--- config.mk ---
export PLATFORM = sky130hd
export DESIGN_NAME = updown_counter_mod
export DESIGN_NICKNAME = d
export VERILOG_FILES = /design/src/rtl/counter_pkg.sv /design/src/rtl/jk_sync_cell.sv /design/src/rtl/updown_counter_mod.sv
export SDC_FILE = /design/constraint.sdc
export NUM_CORES = 1
export LEC_CHECK = 0
export ABC_AREA = 1
export BUFFER_PORTS_ARGS = -buffer_cell sky130_fd_sc_hd__buf_2
export CORE_ASPECT_RATIO = 1.1
export CORE_UTILIZATION = 35
export CTS_CLUSTER_DIAMETER = 60
export CTS_CLUSTER_SIZE = 12
export DETAILED_ROUTE_END_ITERATION = 10
export SYNTH_ARGS = -nofsm -noshare
export SYNTH_HDL_FRONTEND = slang
export SYNTH_SLANG_ARGS = --single-unit
--- constraint.sdc ---
create_clock -name clk -period 1.6 [get_ports clk]
set_input_delay 0.24 -clock clk [delete_from_list [all_inputs] [get_ports clk]]
set_output_delay 0.24 -clock clk [all_outputs]
set_load 0.02 [all_outputs]
--- src/rtl/counter_pkg.sv ---
// Shared definitions for the up/down modulo counter: direction constants,
// the per-edge command encoding and the load-value clamp.
package counter_pkg;

  localparam logic CNT_UP   = 1'b1;
  localparam logic CNT_DOWN = 1'b0;

  typedef enum logic [1:0] {
    RST,
    LOAD,
    STEP,
    HOLD
  } cnt_cmd_e;

  // Wide enough for WIDTH=32 with MODULUS=2**32.
  function automatic logic [32:0] clampLoad(input logic [32:0] value,
                                            input logic [32:0] modulus);
    return (value < modulus) ? value : (modulus - 33'd1);
  endfunction

endpackage

--- src/rtl/jk_sync_cell.sv ---
// One counter bit: synchronous JK flip-flop (hold/reset/set/toggle) with
// synchronous active-high reset to a per-bit value.
module jk_sync_cell #(
  parameter logic RST_BIT = 1'b0
) (
  input  logic clk,
  input  logic rst,
  input  logic j,
  input  logic k,
  output logic q
);

  logic r_q;

  always_ff @(posedge clk) begin
    if (rst) begin
      r_q <= RST_BIT;
    end else begin
      case ({j, k})
        2'b01:   r_q <= 1'b0;
        2'b10:   r_q <= 1'b1;
        2'b11:   r_q <= ~r_q;
        default: r_q <= r_q;
      endcase
    end
  end

  assign q = r_q;

endmodule

--- src/rtl/updown_counter_mod.sv ---
// Synchronous up/down modulo counter with load, enable, carry/borrow and a
// registered wrap pulse. Define UPDOWN_CNT_SAT_EN for saturating mode.
module updown_counter_mod
  import counter_pkg::*;
#(
  parameter int              WIDTH   = 5,
  parameter longint unsigned MODULUS = 32,
  parameter longint unsigned RST_VAL = 0
) (
  input  logic             clk,
  input  logic             rst,
  input  logic             en,
  input  logic             up,
  input  logic             load,
  input  logic [WIDTH-1:0] d,
  output logic [WIDTH-1:0] q,
  output logic             tc,
  output logic             co,
  output logic             wrap
);

  localparam logic [WIDTH:0]   MOD_EXT  = (WIDTH+1)'(MODULUS);
  localparam logic [WIDTH-1:0] MAX_VAL  = WIDTH'(MODULUS - 1);
  localparam logic [WIDTH-1:0] RST_BITS = WIDTH'(RST_VAL);

  logic [WIDTH-1:0] w_q;
  logic [WIDTH:0]   w_inc;
  logic [WIDTH-1:0] w_dec;
  logic             w_atMax;
  logic             w_atZero;
  cnt_cmd_e         w_cmd;
  logic [WIDTH-1:0] w_nextQ;
  logic             w_nextWrap;
  logic             w_forceBits;
  logic             r_wrap;

  // Increment is done one bit wider so MODULUS = 2**WIDTH compares cleanly.
  assign w_inc    = {1'b0, w_q} + (WIDTH+1)'(1);
  assign w_dec    = w_q - WIDTH'(1);
  assign w_atMax  = (w_inc == MOD_EXT);
  assign w_atZero = (w_q == '0);

  assign tc = (up & w_atMax) | (~up & w_atZero);
  assign co = tc & en & ~load;

  always_comb begin
    if (rst)       w_cmd = RST;
    else if (load) w_cmd = LOAD;
    else if (en)   w_cmd = STEP;
    else           w_cmd = HOLD;
  end

  always_comb begin
    w_nextQ     = w_q;
    w_nextWrap  = 1'b0;
    w_forceBits = 1'b0;
    case (w_cmd)
      RST: begin
        w_nextQ     = RST_BITS;
        w_forceBits = 1'b1;
      end
      LOAD: begin
        w_nextQ     = WIDTH'(clampLoad(33'(d), 33'(MODULUS)));
        w_forceBits = 1'b1;
      end
      STEP: begin
        if (up == CNT_UP) begin
          if (w_atMax) begin
`ifdef UPDOWN_CNT_SAT_EN
            w_nextQ     = w_q;
`else
            w_nextQ     = '0;
            w_nextWrap  = 1'b1;
            w_forceBits = 1'b1;
`endif
          end else begin
            w_nextQ = w_inc[WIDTH-1:0];
          end
        end else begin
          if (w_atZero) begin
`ifdef UPDOWN_CNT_SAT_EN
            w_nextQ     = w_q;
`else
            w_nextQ     = MAX_VAL;
            w_nextWrap  = 1'b1;
            w_forceBits = 1'b1;
`endif
          end else begin
            w_nextQ = w_dec;
          end
        end
      end
      default: w_nextQ = w_q;
    endcase
  end

  // Plain steps toggle the bits that change; load and wrap set/reset every bit.
  for (genvar i = 0; i < WIDTH; i++) begin : g_bit
    logic w_j;
    logic w_k;
    assign w_j = w_forceBits ? w_nextQ[i]  : (w_nextQ[i] ^ w_q[i]);
    assign w_k = w_forceBits ? ~w_nextQ[i] : (w_nextQ[i] ^ w_q[i]);
    jk_sync_cell #(
      .RST_BIT(RST_BITS[i])
    ) u_cell (
      .clk(clk),
      .rst(rst),
      .j  (w_j),
      .k  (w_k),
      .q  (w_q[i])
    );
  end

  always_ff @(posedge clk) begin
    if (rst) r_wrap <= 1'b0;
    else     r_wrap <= w_nextWrap;
  end

  assign q    = w_q;
  assign wrap = r_wrap;

endmodule
==> flow_metrics.env, run 1 <==
export IMPL_syn_avg_cell_area_sq_um=6.51
export IMPL_ios=18
export IMPL_clockBufferDepth=2
export IMPL_cp_end_kind="output pin"
export IMPL_synth_edf_count=0
export IMPL_yosys_area_top_type="dfxtp_1"
export IMPL_worst_slew_pin_transition_ns=0.301
export IMPL_synth_nets=95
export IMPL_cp_slowest_cell="dfxtp_4"
export IMPL_rr_endpoint="g_bit[1].u_cell.q"
export IMPL_cp_max_fo=6
export IMPL_finalPower_uw=501
export IMPL_cts_tree="built"
export IMPL_cap_violations=0
export IMPL_h_tree_depth=1
export IMPL_place_area_sq_um=597
export IMPL_pwr_share_seq_pct=37.6
export IMPL_gp_congestion=0.803
export IMPL_diodes=0
export IMPL_relSlewSlack_pct=79.9
export IMPL_period_share_pct=105
export IMPL_die_h_um=43.2
export IMPL_setup_viol=1
export IMPL_grt_usage_pct=16.1
export IMPL_hold_depth=3
export IMPL_grt_overflow=0
export IMPL_hold_end="g_bit[2].u_cell.q"
export IMPL_antenna_found_initial=0
export IMPL_hold_worst_slack_ns=0.211
export IMPL_drtPass1Iterations=4
export IMPL_rsz0062_at_grt="true"
export IMPL_cts_buffers=3
export IMPL_regToRegSetupSlack_ns=0.39
export IMPL_grt_start_max_net_pins=9
export IMPL_rr_worst_depth=6
export IMPL_holdCritPathClass="in2reg"
export IMPL_p_int_uw=324
export IMPL_via_per_inst=4.62
export IMPL_path_cells="ha_4 -> nand4_2 -> o21ai_2 -> nand2_2 -> nor3_2 -> buf_4"
export IMPL_combPwrFrac_pct=34.8
export IMPL_cp_arrival_ns=1.43
export IMPL_initial_core_util_pct=38.6
export IMPL_rr_startpoint="g_bit[0].u_cell.q"
export IMPL_synth_common_cells="22 x nand2_1, 14 x inv_1, 9 x nand3_1, 6 x buf_4, 6 x dfxtp_1"
export IMPL_drt_wl_total_mm=1.20
export IMPL_synth_top_cell_area_share_pct=22.2
export IMPL_period_minus_slack_ns=1.67
export IMPL_yosysMostFrequentCell="nand2_1"
export IMPL_nNetsFinal=113
export IMPL_power_density_nw_per_um2=744
export IMPL_layoutNonFillerInstCount=115
export IMPL_drt_iter0_drc=13
export IMPL_violations="setup timing"
export IMPL_grt_pass1_wl_mm=1.90
export IMPL_synth_compound_area_share_pct=7.41
export IMPL_io_buffers=17
export IMPL_insertion_delay_ns=0.24
export IMPL_rows=14
export IMPL_leakagePower_uw=0.000372
export IMPL_drc_errors=0
export IMPL_switching_share_pct=35.4
export IMPL_critPathRequiredTime_ns=1.36
export IMPL_ys_flop_type="dfxtp_1"
export IMPL_p_clk_share_pct=27.6
export IMPL_dpl_hpwl_um=906
export IMPL_yosysUniqueCellTypes=21
export IMPL_synthArstFlopShare_pct=0
export IMPL_first_global_vias=454
export IMPL_max_vdd_ir_drop_v=0.000360
export IMPL_muxShareOfSynthArea_pct=0
export IMPL_cts_hold_buffers=0
export IMPL_synth_area_leaders="dfxtp_1 22%, nand2_1 15%, inv_1 9.7%"
export IMPL_syn_inst=83
export IMPL_status="finished with violations"
export IMPL_slew_violations=0
export IMPL_crit_type="reg2out"
export IMPL_final_area_sq_um=673
export IMPL_drive_gt1_share_pct=39.4
export IMPL_switching_power_uw=177
export IMPL_setup_tns_ns=-0.0740
export IMPL_clkTransAtPathRegs_ns=0.04
export IMPL_ys_seq_area_share_pct=22.2
export IMPL_ys_seq_elements=6
export IMPL_num_vias=531
export IMPL_fill_cells=157
export IMPL_netlist_area_sq_um=541
export IMPL_clock_skew_ns=0.00271
export IMPL_timing_fmax_mhz=597
export IMPL_yosys_area_share_simple_pct=40.7
export IMPL_hold_viol_final=0
export IMPL_setup_ws_ns=-0.0740
export IMPL_synthXorXnorAreaFrac_pct=4.86
export IMPL_hold_path_startpoint="d[2]"
export IMPL_die_area_sq_um=1710
export IMPL_max_stage_delay_ns=0.39
export IMPL_ys_warn_count=0
export IMPL_core_area_sq_um=1400
export IMPL_cts_sinks=6
export IMPL_wl_per_cell_um=10.4
export IMPL_root_buffer="clkbuf_4"
export IMPL_die_w_um=39.5
export IMPL_placedCellCount=110
export IMPL_syn2layout_area_growth_pct=24.5
export IMPL_synthAdderAreaFrac_pct=4.63
export IMPL_synth_top_family_by_area="simple AND/OR/NAND/NOR gates"
export IMPL_startpoint_type="flip-flop"
export IMPL_drtAntennaViolNets=0
==> cell families (layout without fill, tap and decap cells) <==
logic type	count (synthesis)	in the layout
buffers and inverters	21	37
AOI/OAI and AO/OA	6	6
adders and majority gates	2	2
DFF	6	6
and+or+nand+nor	45	45
xor gates and xnor gates	3	3
==> cell type report <==
cell class              instances  area, sq um  share of cell area [%]
multi-input cells              56          337                    50.0
flip-flops and latches          6          129                    19.1
inverters                      14         52.6                    7.81
well taps                      16         20.0                    2.97
repair buffers                 20          113                    16.7
clock buffers                   3         22.5                    3.35
==> worst max-delay path, delay by kind of cell, from the launching register on <==
kind                     cells  cell delay (ns)
adder cells (fa/ha/maj)      1             0.16
flip-flops                   1             0.39
AND/OR/NAND/NOR              3             0.33
AO/OA/AOI/OAI                1             0.15
buffers and inverters        1             0.16
==> sequential cells by signal, summed over array words and instances (netlist names) <==
name	count
g_bit.u_cell.q	5
wrap	1
==> power groups by stage <==
stage          Combinational [uW]  Sequential [uW]  Clock [uW]
6_report                      174              188         138
4_1_cts                       169              188         144
5_1_grt                       193              191         158
3_3_place_gp                  156              186           0
3_5_place_dp                  156              187           0
2_1_floorplan                 136              180           0
==> repair_timing <==
item                                    CTS  global route
setup buffers                             0             2
gates resized for setup                  12             1
gates cloned                              0             0
endpoints found under the setup margin    2             2
pin swaps                                 1             0
==> how the worst max path moves through the flow <==
stage                     depth (start not counted)               from  slack [ns]  end
after floorplan                                   5  g_bit[0].u_cell.q        0.13   co
after CTS                                         6  g_bit[0].u_cell.q       -0.08   co
after global routing                              7  g_bit[1].u_cell.q       -0.13   co
final                                             6  g_bit[0].u_cell.q       -0.07   co
after global placement                            6  g_bit[1].u_cell.q        0.08   co
after detailed placement                          6  g_bit[0].u_cell.q      -0.002   co
==> layer usage <==
layer / wire length [um] / track usage [%]
met2: 621 / 26.9
met3: 63 / 7.85
met4: 0 / 0
met5: 0 / 0
met1: 514 / 19.2
==> per-stage QoR <==
step	utilization, %	setup WS (ns)
2_1_floorplan	-	0.127
3_3_place_gp	42.6	0.0780
3_5_place_dp	42.6	-0.00215
4_1_cts	46.9	-0.0843
5_1_grt	48.0	-0.127
6_report	48.0	-0.0740
==> placed cells by master, fill, tap and decap left out, types with 3 or more instances in the layout <==
cell and count:
nand2_1 22, buf_2 15, inv_1 12, nand3_1 9, nor2_1 5, buf_4 5, clkbuf_4 3, dfxtp_1 3
Note: power is estimated with default switching activity, not from simulation.
==> run 2, diff against run 1 <==
--- a/config.mk
+++ b/config.mk
@@ -7,11 +7,11 @@
 export LEC_CHECK = 0
 export ABC_AREA = 1
 export BUFFER_PORTS_ARGS = -buffer_cell sky130_fd_sc_hd__buf_2
-export CORE_ASPECT_RATIO = 1.1
-export CORE_UTILIZATION = 35
+export CORE_UTILIZATION = 40
 export CTS_CLUSTER_DIAMETER = 60
 export CTS_CLUSTER_SIZE = 12
 export DETAILED_ROUTE_END_ITERATION = 10
+export PLACE_DENSITY = 0.66
 export SYNTH_ARGS = -nofsm -noshare
 export SYNTH_HDL_FRONTEND = slang
 export SYNTH_SLANG_ARGS = --single-unit
==> constraint.sdc (replaced) <==
create_clock -name clk -period 1.83 [get_ports clk]
set_input_delay 0.2745 -clock clk [delete_from_list [all_inputs] [get_ports clk]]
set_output_delay 0.2745 -clock clk [all_outputs]
set_load 0.02 [all_outputs]
==> run 2 against run 1 <==
- the run now ends clean
- critical endpoint unchanged
- worst setup slack improved by 0.19 ns
- total power shrank 14%
- non-clock buffer count shrank 3
==> flow_metrics.env, run 2 (synthesis results as in run 1) <==
export IMPL_status="finished clean"
export IMPL_clock_skew_ns=0.000727
export IMPL_cp_arrival_ns=1.44
export IMPL_fill_cells=124
export IMPL_grt_pass1_wl_mm=1.75
export IMPL_max_stage_delay_ns=0.35
export IMPL_power_density_nw_per_um2=668
export IMPL_multi_input_area_sq_um=337
export IMPL_mostFrequentLayoutCells="22 x nand2_1, 16 x buf_2, 13 x inv_1"
export IMPL_largest_reg_flops=5
export IMPL_crit_buf_inv=2
export IMPL_first_global_vias=417
export IMPL_rows=12
export IMPL_syn2layout_area_growth_pct=19.0
export IMPL_io_buffers=17
export IMPL_grt_usage_pct=18.0
export IMPL_relSlewSlack_pct=79.2
export IMPL_critPathRequiredTime_ns=1.56
export IMPL_hold_worst_slack_ns=0.246
export IMPL_setup_viol=0
export IMPL_cts_buffers=3
export IMPL_final_common_cell="nand2_1"
export IMPL_timing_fmax_mhz=584
export IMPL_crit_start="g_bit[1].u_cell.q"
export IMPL_cp_max_fo=6
export IMPL_cp_slowest_cell="dfxtp_2"
export IMPL_setup_tns_ns=0
export IMPL_worst_slew_pin_transition_ns=0.311
export IMPL_die_h_um=38.8
export IMPL_diodes=0
export IMPL_clkTransAtPathRegs_ns=0.05
export IMPL_leakagePower_uw=0.000356
export IMPL_period_minus_slack_ns=1.71
export IMPL_rr_startpoint="g_bit[1].u_cell.q"
export IMPL_drive_gt1_share_pct=36.5
export IMPL_cts_sinks=6
export IMPL_dpl_hpwl_um=846
export IMPL_path_cells="inv_1 -> ha_4 -> nand3_2 -> nand2_2 -> nand2_2 -> nor3_2 -> buf_4"
export IMPL_holdCritPathClass="in2reg"
export IMPL_crit_type="reg2out"
export IMPL_drc_errors=0
export IMPL_num_vias=524
export IMPL_place_area_sq_um=587
export IMPL_root_buffer="clkbuf_4"
export IMPL_hold_path_startpoint="d[0]"
export IMPL_initial_core_util_pct=45.6
export IMPL_cp_common_cell="nand2_2"
export IMPL_grt_start_max_net_pins=11
export IMPL_regArea_sq_um=126
export IMPL_cp_end_kind="output pin"
export IMPL_rsz0062_at_grt="false"
export IMPL_hold_viol_final=0
export IMPL_period_share_pct=93.6
export IMPL_via_per_inst=4.76
export IMPL_die_area_sq_um=1500
export IMPL_cts_hold_buffers=0
export IMPL_dp_slack_ns=0.204
export IMPL_final_area_sq_um=643
export IMPL_insertion_delay_ns=0.24
export IMPL_grt_overflow=0
export IMPL_cp_top_family="simple AND/OR/NAND/NOR gates"
export IMPL_gp_congestion=0.763
export IMPL_startpoint_type="flip-flop"
export IMPL_postCtsSetupBuffers=0
export IMPL_cts_tree="built"
export IMPL_antenna_found_initial=0
export IMPL_drt_wl_total_mm=1.11
export IMPL_core_area_sq_um=1190
export IMPL_die_w_um=38.8
export IMPL_slew_violations=0
export IMPL_setup_ws_ns=0.118
export IMPL_clockBufferDepth=2
export IMPL_wl_per_cell_um=10.1
export IMPL_nNetsFinal=110
export IMPL_drtAntennaViolNets=0
export IMPL_drtPass1Iterations=4
export IMPL_h_tree_depth=1
export IMPL_drt_iter0_drc=7
export IMPL_ios=18
export IMPL_max_vdd_ir_drop_v=0.000348
export IMPL_cap_violations=0
[run 2: worst register-to-register path: cells and delay by family, from the launching register on]
| family | cells | cell delay (ns) |
|---|---|---|
| flip-flops | 1 | 0.38 |
| adder cells (fa/ha/maj) | 1 | 0.28 |
| AO/OA/AOI/OAI | 2 | 0.18 |
| XOR/XNOR | 1 | 0.17 |
| buffers and inverters | 1 | 0.11 |
| AND/OR/NAND/NOR | 1 | 0.06 |
[run 2: metal layers]
layer	vias to the layer above	GRT usage [%]	share of wire, %
met1	221	20.8	47
met3	4	8.67	4.9
li1	283	-	-
met4	0	12.1	2.4
met2	16	25.8	45
met5	-	0	0
[run 2: final timing paths]
kind	cells past startpoint	slack (ns)	endpoint
worst max register to register	6	0.54	g_bit[1].u_cell.q
worst min register to register	2	0.53	g_bit[1].u_cell.q
worst max-delay path	7	0.12	co
worst min-delay path	3	0.25	g_bit[0].u_cell.q
[run 2: through the flow]
step	cells	total power (uW)	util [%]
2_1_floorplan	83	276	-
3_3_place_gp	107	295	49.5
3_5_place_dp	107	296	49.5
4_1_cts	110	421	51.8
5_1_grt	110	462	54.2
6_report	110	429	54.2
[run 2: layout make-up]
cell class,instances,area share [%]
Clock buffer,3,3.50
Inverter,14,8.17
Multi-Input combinational cell,56,52.3
Sequential cell,6,19.6
Tap cell,14,2.72
Timing Repair Buffer,17,13.6
[run 2: repair_timing]
item	CTS	global route
setup endpoints to repair	1	2
endpoints found under the hold margin	0	0
pin swaps	0	0
resized for setup	3	7
[run 2: where the power goes]
| part | total, uW | internal [uW] | switching [uW] |
|---|---|---|---|
| Clock | 122 | 74.2 | 47.8 |
| Sequential | 166 | 143 | 22.9 |
| Combinational | 142 | 58.6 | 82.9 |
